===== src/rtl/hack_ctrl_pkg.sv =====
// rtl/hack_ctrl_pkg.sv - shared state encoding and Hack instruction field indices.
package hack_ctrl_pkg;

`ifdef HACK_SELF_LOOP_HALT_EN
  typedef enum logic [2:0] {IDLE, FETCH, EXEC, UPDATE, FAULT, HALT} state_t;
`else
  typedef enum logic [2:0] {IDLE, FETCH, EXEC, UPDATE, FAULT} state_t;
`endif

  localparam int J_LT  = 2;
  localparam int J_EQ  = 1;
  localparam int J_GT  = 0;
  localparam int C_BIT = 15;

endpackage


===== src/rtl/hack_jump_eval.sv =====
// rtl/hack_jump_eval.sv - combinational Hack jump-condition decode against ALU flags.
module hack_jump_eval
  import hack_ctrl_pkg::*;
(
  input  logic [15:0] instr,
  input  logic        zr,
  input  logic        ng,
  output logic        jump_taken
);

  assign jump_taken = instr[C_BIT] &
                      ((instr[J_LT] & ng) |
                       (instr[J_EQ] & zr) |
                       (instr[J_GT] & ~ng & ~zr));

endmodule


===== src/rtl/hack_pc_sequencer.sv =====
// rtl/hack_pc_sequencer.sv - fetch/execute PC sequencer; HACK_SELF_LOOP_HALT_EN adds self-loop halt.
module hack_pc_sequencer
  import hack_ctrl_pkg::*;
#(
  parameter int FETCH_TIMEOUT = 15,
  parameter int CNT_W         = 16
) (
  input  logic             clk,
  input  logic             reset,
  input  logic             run,
  input  logic [15:0]      pc,
  output logic             imem_req,
  input  logic             imem_ack,
  input  logic [15:0]      imem_data,
  output logic [15:0]      instr,
  output logic             instr_valid,
  input  logic             exec_done,
  input  logic             alu_zr,
  input  logic             alu_ng,
  input  logic [15:0]      jmp_target,
  output logic             pc_inc,
  output logic             pc_load,
  output logic             fault,
  output logic             halted,
  output logic [CNT_W-1:0] retire_cnt
);

  localparam logic [7:0] TO_LAST = 8'(FETCH_TIMEOUT - 1);

  state_t     state, state_nxt;
  logic [7:0] to_cnt;
  logic       jump_q;
  logic       jump_taken;
  logic       self_loop;
  logic       retire_now;

  hack_jump_eval u_jump_eval (
    .instr      (instr),
    .zr         (alu_zr),
    .ng         (alu_ng),
    .jump_taken (jump_taken)
  );

`ifdef HACK_SELF_LOOP_HALT_EN
  assign self_loop = jump_taken & (jmp_target == pc);
  assign halted    = (state == HALT);
`else
  logic unused_inputs;
  assign unused_inputs = ^{pc, jmp_target};
  assign self_loop     = 1'b0;
  assign halted        = 1'b0;
`endif

  always_ff @(posedge clk) begin
    if (reset) begin
      state      <= IDLE;
      instr      <= '0;
      to_cnt     <= '0;
      jump_q     <= 1'b0;
      retire_cnt <= '0;
    end else begin
      state <= state_nxt;
      if (state == FETCH) begin
        if (imem_ack) begin
          instr  <= imem_data;
          to_cnt <= '0;
        end else begin
          to_cnt <= to_cnt + 8'd1;
        end
      end
      if (state == EXEC && exec_done) jump_q <= jump_taken;
      if (retire_now) retire_cnt <= retire_cnt + 1'b1;
    end
  end

  // A halting self-loop retires on entry to HALT since it never passes through UPDATE.
  always_comb begin
    state_nxt  = state;
    retire_now = 1'b0;
    case (state)
      IDLE:   if (run) state_nxt = FETCH;
      FETCH: begin
        if (imem_ack)               state_nxt = EXEC;
        else if (to_cnt == TO_LAST) state_nxt = FAULT;
      end
      EXEC: begin
        if (exec_done) begin
`ifdef HACK_SELF_LOOP_HALT_EN
          if (self_loop) begin
            state_nxt  = HALT;
            retire_now = 1'b1;
          end else begin
            state_nxt = UPDATE;
          end
`else
          state_nxt = self_loop ? FAULT : UPDATE;
`endif
        end
      end
      UPDATE: begin
        retire_now = 1'b1;
        state_nxt  = run ? FETCH : IDLE;
      end
      FAULT:  state_nxt = FAULT;
`ifdef HACK_SELF_LOOP_HALT_EN
      HALT:   state_nxt = HALT;
`endif
      default: state_nxt = IDLE;
    endcase
  end

  assign imem_req    = (state == FETCH);
  assign instr_valid = (state == EXEC);
  assign pc_load     = (state == UPDATE) &  jump_q;
  assign pc_inc      = (state == UPDATE) & ~jump_q;
  assign fault       = (state == FAULT);

endmodule


===== config.mk =====
export PLATFORM = sky130hd
export DESIGN_NAME = hack_pc_sequencer
export DESIGN_NICKNAME = d
export VERILOG_FILES = /design/src/rtl/hack_ctrl_pkg.sv /design/src/rtl/hack_jump_eval.sv /design/src/rtl/hack_pc_sequencer.sv
export SDC_FILE = /design/constraint.sdc
export NUM_CORES = 1
export LEC_CHECK = 0
export CORE_MARGIN = 10
export CORE_UTILIZATION = 40
export DETAILED_ROUTE_END_ITERATION = 8
export GPL_TIMING_DRIVEN = 0
export PLACE_DENSITY = 0.79
export SYNTH_ARGS = -nofsm -noshare
export SYNTH_HDL_FRONTEND = slang
export SYNTH_SLANG_ARGS = --single-unit

===== constraint.sdc =====
create_clock -name clk -period 1.86 [get_ports clk]
set_input_delay 0.558 -clock clk [delete_from_list [all_inputs] [get_ports clk]]
set_output_delay 0.558 -clock clk [all_outputs]
set_load 0.02 [all_outputs]

==> flow_summary.json, run 1 <==
{
  "hold_violations": 0,
  "drtPass1Iterations": 5,
  "critPathArrivalTime_ns": 1.34,
  "grt_pass1_wl_microns": 7840,
  "timing.fmax_mhz": 526,
  "drtIter0Drc": 61,
  "detail-route-antenna-nets": 0,
  "synth_flop_cell": "dfxtp_1",
  "overflow": 0,
  "r2r_cells": 7,
  "antennaDiodeCount": 0,
  "post-dp-hpwl_microns": 3640,
  "fin_setup_tns_ns": -0.0416,
  "setup_violations": 1,
  "swShare": 0.237,
  "drt-wirelength-per-cell_microns": 13.8,
  "skew_ns": 0.0107,
  "cts_tree": "yes",
  "synth_cells": 233,
  "syn2layout_area_growth_pct": 43.6,
  "track_usage": 0.123,
  "dpl_cell_area_sq_um": 2590,
  "async_reset_ff_frac": 0,
  "synth_edf_count": 0,
  "grt_antenna_before_repair": 0,
  "avgViaCountPerCell": 5.04,
  "switchingPower_uw": 464,
  "max-vdd-ir-drop_v": 0.000619,
  "crit_type": "register to output pin",
  "grt_max_degree": 14,
  "violations": "setup timing",
  "cts_root_buffer": "clkbuf_8",
  "vias": 1799,
  "period_minus_slack_ns": 1.90,
  "cts_sinks": 44,
  "slew_violations": 0,
  "synth_area_sq_um": 1940,
  "num_rows": 25,
  "drt_wl_total_microns": 4940,
  "htreeDepth": 2,
  "synth_seq_area_share": 0.455,
  "p_per_area_nw_per_um2": 703,
  "synth_area_leaders": "dfxtp_1, nand2_1, a21oi_1, nor2_1, xor2_1",
  "finalWorstSetupSlack_ns": -0.0416,
  "fin_nets": 360,
  "fin_area_sq_um": 2780,
  "insertion_delay_ns": 0.29,
  "clk_pin_slew_worst_paths_ns": 0.08,
  "drc": 0,
  "portBuffers": 59,
  "cts_buffers": 5,
  "nFillCells": 429,
  "worstPathMaxFanout": 5,
  "die_area_sq_um": 8020,
  "cp-start-kind": "register",
  "place.gp.congestion": 0.803,
  "p_int_uw": 1490,
  "synth_top_area_share": 0.455,
  "p_clk_frac": 0.369,
  "ys_top_cells_by_count": "dfxtp_1, nand2_1, nor2_1",
  "period_share": 1.02,
  "endpoint_kind": "output pin",
  "synth.net_count": 291,
  "initial_core_util": 0.413,
  "crit_required_ns": 1.30,
  "grt_pass1_vias": 1735,
  "dieWidth_microns": 89.6,
  "synth_most_common_cell": "dfxtp_1",
  "outcome": "finished with violations",
  "yosysWarnings": 0,
  "seqCellArea_sq_um": 890,
  "multiInputGateArea_sq_um": 1020,
  "rsz0062_at_grt": "true",
  "synth_largest_area_cell": "dfxtp_1",
  "postSynthAreaPerCell_sq_um": 8.31,
  "core_sq_um": 4690,
  "io_pins": 93,
  "min_path_type": "register to register",
  "cap_violations": 0,
  "die_h_microns": 89.6,
  "drive_gt1_frac": 0.142,
  "clk_path_buf_depth": 2,
  "power.share.sequential": 0.501,
  "hold_depth": 2,
  "synth.distinct_cells": 41,
  "synth_seq_cells": 44,
  "comb_power_share": 0.130,
  "p_leak_uw": 0.00123
}
==> cell usage in the layout, fill, tap and decap left out, types with 3 or more instances in the layout <==
cell / instances
dlygate4sd2_1: 15
buf_6: 3
inv_1: 3
nand2_1: 41
buf_4: 7
a21oi_1: 25
clkbuf_2: 5
clkbuf_8: 5
dlymetal6s2s_1: 6
nand4_1: 3
dfxtp_1: 41
ha_1: 3
buf_2: 4
nor4_1: 3
xor2_1: 10
nand3_1: 9
nand2b_1: 4
nor2_1: 27
clkdlybuf4s50_1: 33
and2_1: 3
nor3_1: 4
xnor2_1: 7
==> stage by stage <==
stage	worst slack [ns]	instances	hold slack (ns)	utilization	total power, uW
floorplan	0.0850	233	0.458	-	1120
CTS	-0.0640	353	0.459	0.578	1960
global route	-0.0725	357	0.475	0.593	2020
global placement	-0.587	346	0.442	0.553	1230
detailed placement	-0.614	346	0.448	0.553	1230
finish	-0.0416	357	0.452	0.593	1960
==> sequential cells by signal, summed over array words and instances, names as in the netlist <==
signal	count
retire_cnt	16
instr	16
to_cnt	8
jump_q	1
state	3
==> area by class of cell <==
type	count	share of cell area
Clock buffer	6	0.0261
Timing Repair Buffer	66	0.222
Sequential cell	44	0.320
Clock inverter	2	0.0126
Multi-Input combinational cell	172	0.366
Inverter	4	0.00630
Buffer	9	0.0221
Tap cell	54	0.0243
==> metal layers <==
metal | track usage | part of all wire
met5 | 0 | 0
met4 | 0.0318 | 0.0083
met3 | 0.0665 | 0.099
met2 | 0.196 | 0.47
met1 | 0.140 | 0.43
==> kinds of logic after synthesis <==
logic type,share of synthesized area
other cells,0.00194
xor+xnor,0.0769
buf+inv,0.0362
fa+ha+maj,0.0194
mux,0.0162
flops,0.455
simple gates,0.301
compound gates,0.0937
==> worst max-delay path, stage by stage, from the launching register on <==
cell	delay (ns)
dfxtp_2	0.34
buf_6	0.11
or3b_4	0.41
inv_4	0.08
buf_6	0.11
==> worst paths after layout <==
check            from        endpoint  slack (ns)
min          instr[3]        instr[3]        0.45
min reg2reg  instr[3]        instr[3]        0.45
max reg2reg  state[0]  retire_cnt[13]        0.09
max          state[0]        imem_req       -0.04
==> timing repair <==
action / in CTS / in global routing
endpoints found under the setup margin: 31 / 42
resized for setup: 49 / 23
hold buffers: 0 / 0
gates cloned: 0 / 1
buffers inserted: 3 / 3
==> power groups by stage <==
stage	clock network, uW	registers (uW)	logic (uW)
after floorplan	0	1020	99.4
after global placement	0	998	231
after detailed placement	0	999	233
after CTS	733	981	242
after global routing	766	983	276
final	721	980	254
No activity file was read; power rests on OpenSTA's default activity.
==> run 2: changes to the inputs <==
CORE_UTILIZATION = 46   (was 40)
DONT_BUFFER_PORTS = 1   (was not set)
PLACE_DENSITY = not set   (was 0.79)
==> flow_summary.json, run 2 (same netlist as run 1, synthesis figures left out) <==
{
  "grt_antenna_before_repair": 0,
  "crit_chain": "buf_6, or3b_4, inv_8",
  "clk_path_buf_depth": 2,
  "dieWidth_microns": 84.9,
  "slew_violations": 0,
  "crit_required_ns": 1.30,
  "cp-start-kind": "register",
  "drtPass1Iterations": 4,
  "period_share": 0.975,
  "post-dp-hpwl_microns": 3270,
  "overflow": 0,
  "p_leak_uw": 0.000795,
  "cts_sinks": 44,
  "hold_slack_ns": 0.396,
  "worstPathMaxFanout": 8,
  "die_area_sq_um": 7200,
  "grt_max_degree": 14,
  "crit_type": "register to output pin",
  "r2r_start": "retire_cnt[12]",
  "grt_pass1_vias": 1583,
  "core_sq_um": 4030,
  "insertion_delay_ns": 0.29,
  "place.gp.congestion": 0.733,
  "startpoint": "state[0]",
  "skew_ns": 0.00572,
  "outcome": "completed",
  "rsz0062_at_grt": "true",
  "critPathArrivalTime_ns": 1.25,
  "max-vdd-ir-drop_v": 0.000489,
  "cap_violations": 0,
  "antennaDiodeCount": 0,
  "cts_root_buffer": "clkbuf_8",
  "vias": 1527,
  "met2WireLength_microns": 1890,
  "tightest_slew_ns": 0.552,
  "drtIter0Drc": 36,
  "track_usage": 0.124,
  "largestRegisters": "instr: 16 flops, retire_cnt: 16 flops, to_cnt: 8 flops",
  "initial_core_util": 0.480,
  "timing.fmax_mhz": 552,
  "grt_pass1_wl_microns": 7610,
  "clk_pin_slew_worst_paths_ns": 0.08,
  "min_from": "imem_data[9]",
  "fin_nets": 297,
  "syn2layout_area_growth_pct": 13.3,
  "htreeDepth": 2,
  "top_layer": "met4",
  "final_cell_mix": "nand2_1, dfxtp_1, nor2_1",
  "io_pins": 93,
  "cts_tree": "yes",
  "cts_buffers": 5,
  "detail-route-antenna-nets": 0,
  "hold_violations": 0,
  "max_stage_delay_ns": 0.41,
  "hold_buffers": 0,
  "min_path_type": "input port to register",
  "met1_length_microns": 1920,
  "portBuffers": 0,
  "setup_violations": 0,
  "endpoint_kind": "output pin",
  "p_per_area_nw_per_um2": 876,
  "period_minus_slack_ns": 1.81,
  "num_rows": 23,
  "wl_met3_microns": 541,
  "maxSlewHeadroom": 0.630,
  "crit_buf_inv": 2,
  "die_h_microns": 84.9,
  "drt-wirelength-per-cell_microns": 15.1,
  "avgViaCountPerCell": 5.27,
  "post-route-util": 0.544,
  "crit_slowest_cell": "or3b_4",
  "drt_wl_total_microns": 4380,
  "drc": 0,
  "final_common_cell": "nand2_1",
  "drive_gt1_frac": 0.150,
  "crit_family": "simple AND/OR/NAND/NOR gates"
}
## run 2: cell types whose count changed in the layout (fill, tap and decap cells not counted), sizes merged
cell	previous run	this run
buf	14	6
clkinv	1	0
dlymetal6s2s	6	0
dlygate4sd2	15	0
clkdlybuf4s50	33	0
## run 2: cell type report
type | instances | area, sq um
fillers | 412 | 1840
clock inverters | 1 | 30.0
plain buffers | 10 | 53.8
flip-flops and latches | 44 | 891
inverters | 4 | 22.5
repair buffers | 2 | 12.5
clock buffers | 7 | 96.3
well taps | 50 | 62.6
multi-input cells | 172 | 1020
## run 2: final timing paths
path                                  endpoint  slack, ns  depth (start not counted)
worst max-delay path                  imem_req       0.05                          3
worst min-delay path                  instr[9]       0.40                          2
worst max register to register  retire_cnt[14]       0.11                          4
worst min register to register       to_cnt[0]       0.48                          2
## run 2: worst register-to-register path: cells and delay by family, from the launching register on
| family | cells | cell delay (ns) |
|---|---|---|
| flops | 1 | 0.52 |
| simple gates | 3 | 1.04 |
| compound gates | 1 | 0.13 |
## run 2: report_power, final
| group | leakage (uW) | internal, uW | switching, uW | total, uW |
|---|---|---|---|---|
| sequential | 0.000360 | 965 | 41.0 | 1010 |
| clock | 0.0000645 | 474 | 307 | 781 |
| combinational | 0.000371 | 50.0 | 83.2 | 133 |
| total | 0.000795 | 1490 | 431 | 1920 |
## run 2: layer usage
| layer | vias up | track usage |
|---|---|---|
| met4 | 0 | 0.0359 |
| met1 | 689 | 0.143 |
| met2 | 42 | 0.189 |
| met3 | 4 | 0.0755 |
| met5 | - | 0 |
| li1 | 792 | - |
## run 2: metrics by stage
step | std cells | setup slack [ns] | total power, uW | instance area, sq um | TNS [ns]
CTS | 289 | 0.00594 | 1950 | 2170 | 0
global route | 290 | -0.0329 | 2010 | 2190 | -0.0384
floorplan | 233 | 0.0850 | 1120 | 1940 | 0
global placement | 283 | -0.0912 | 1150 | 2000 | -0.502
finish | 290 | 0.0471 | 1920 | 2190 | 0
detailed placement | 283 | -0.103 | 1150 | 2000 | -0.527
## run 2: what timing repair did
item | CTS | global route
gates cloned | 0 | 1
buffers inserted | 1 | 0
resized for setup | 15 | 11
setup endpoints to repair | 18 | 14
pin swaps | 0 | 0
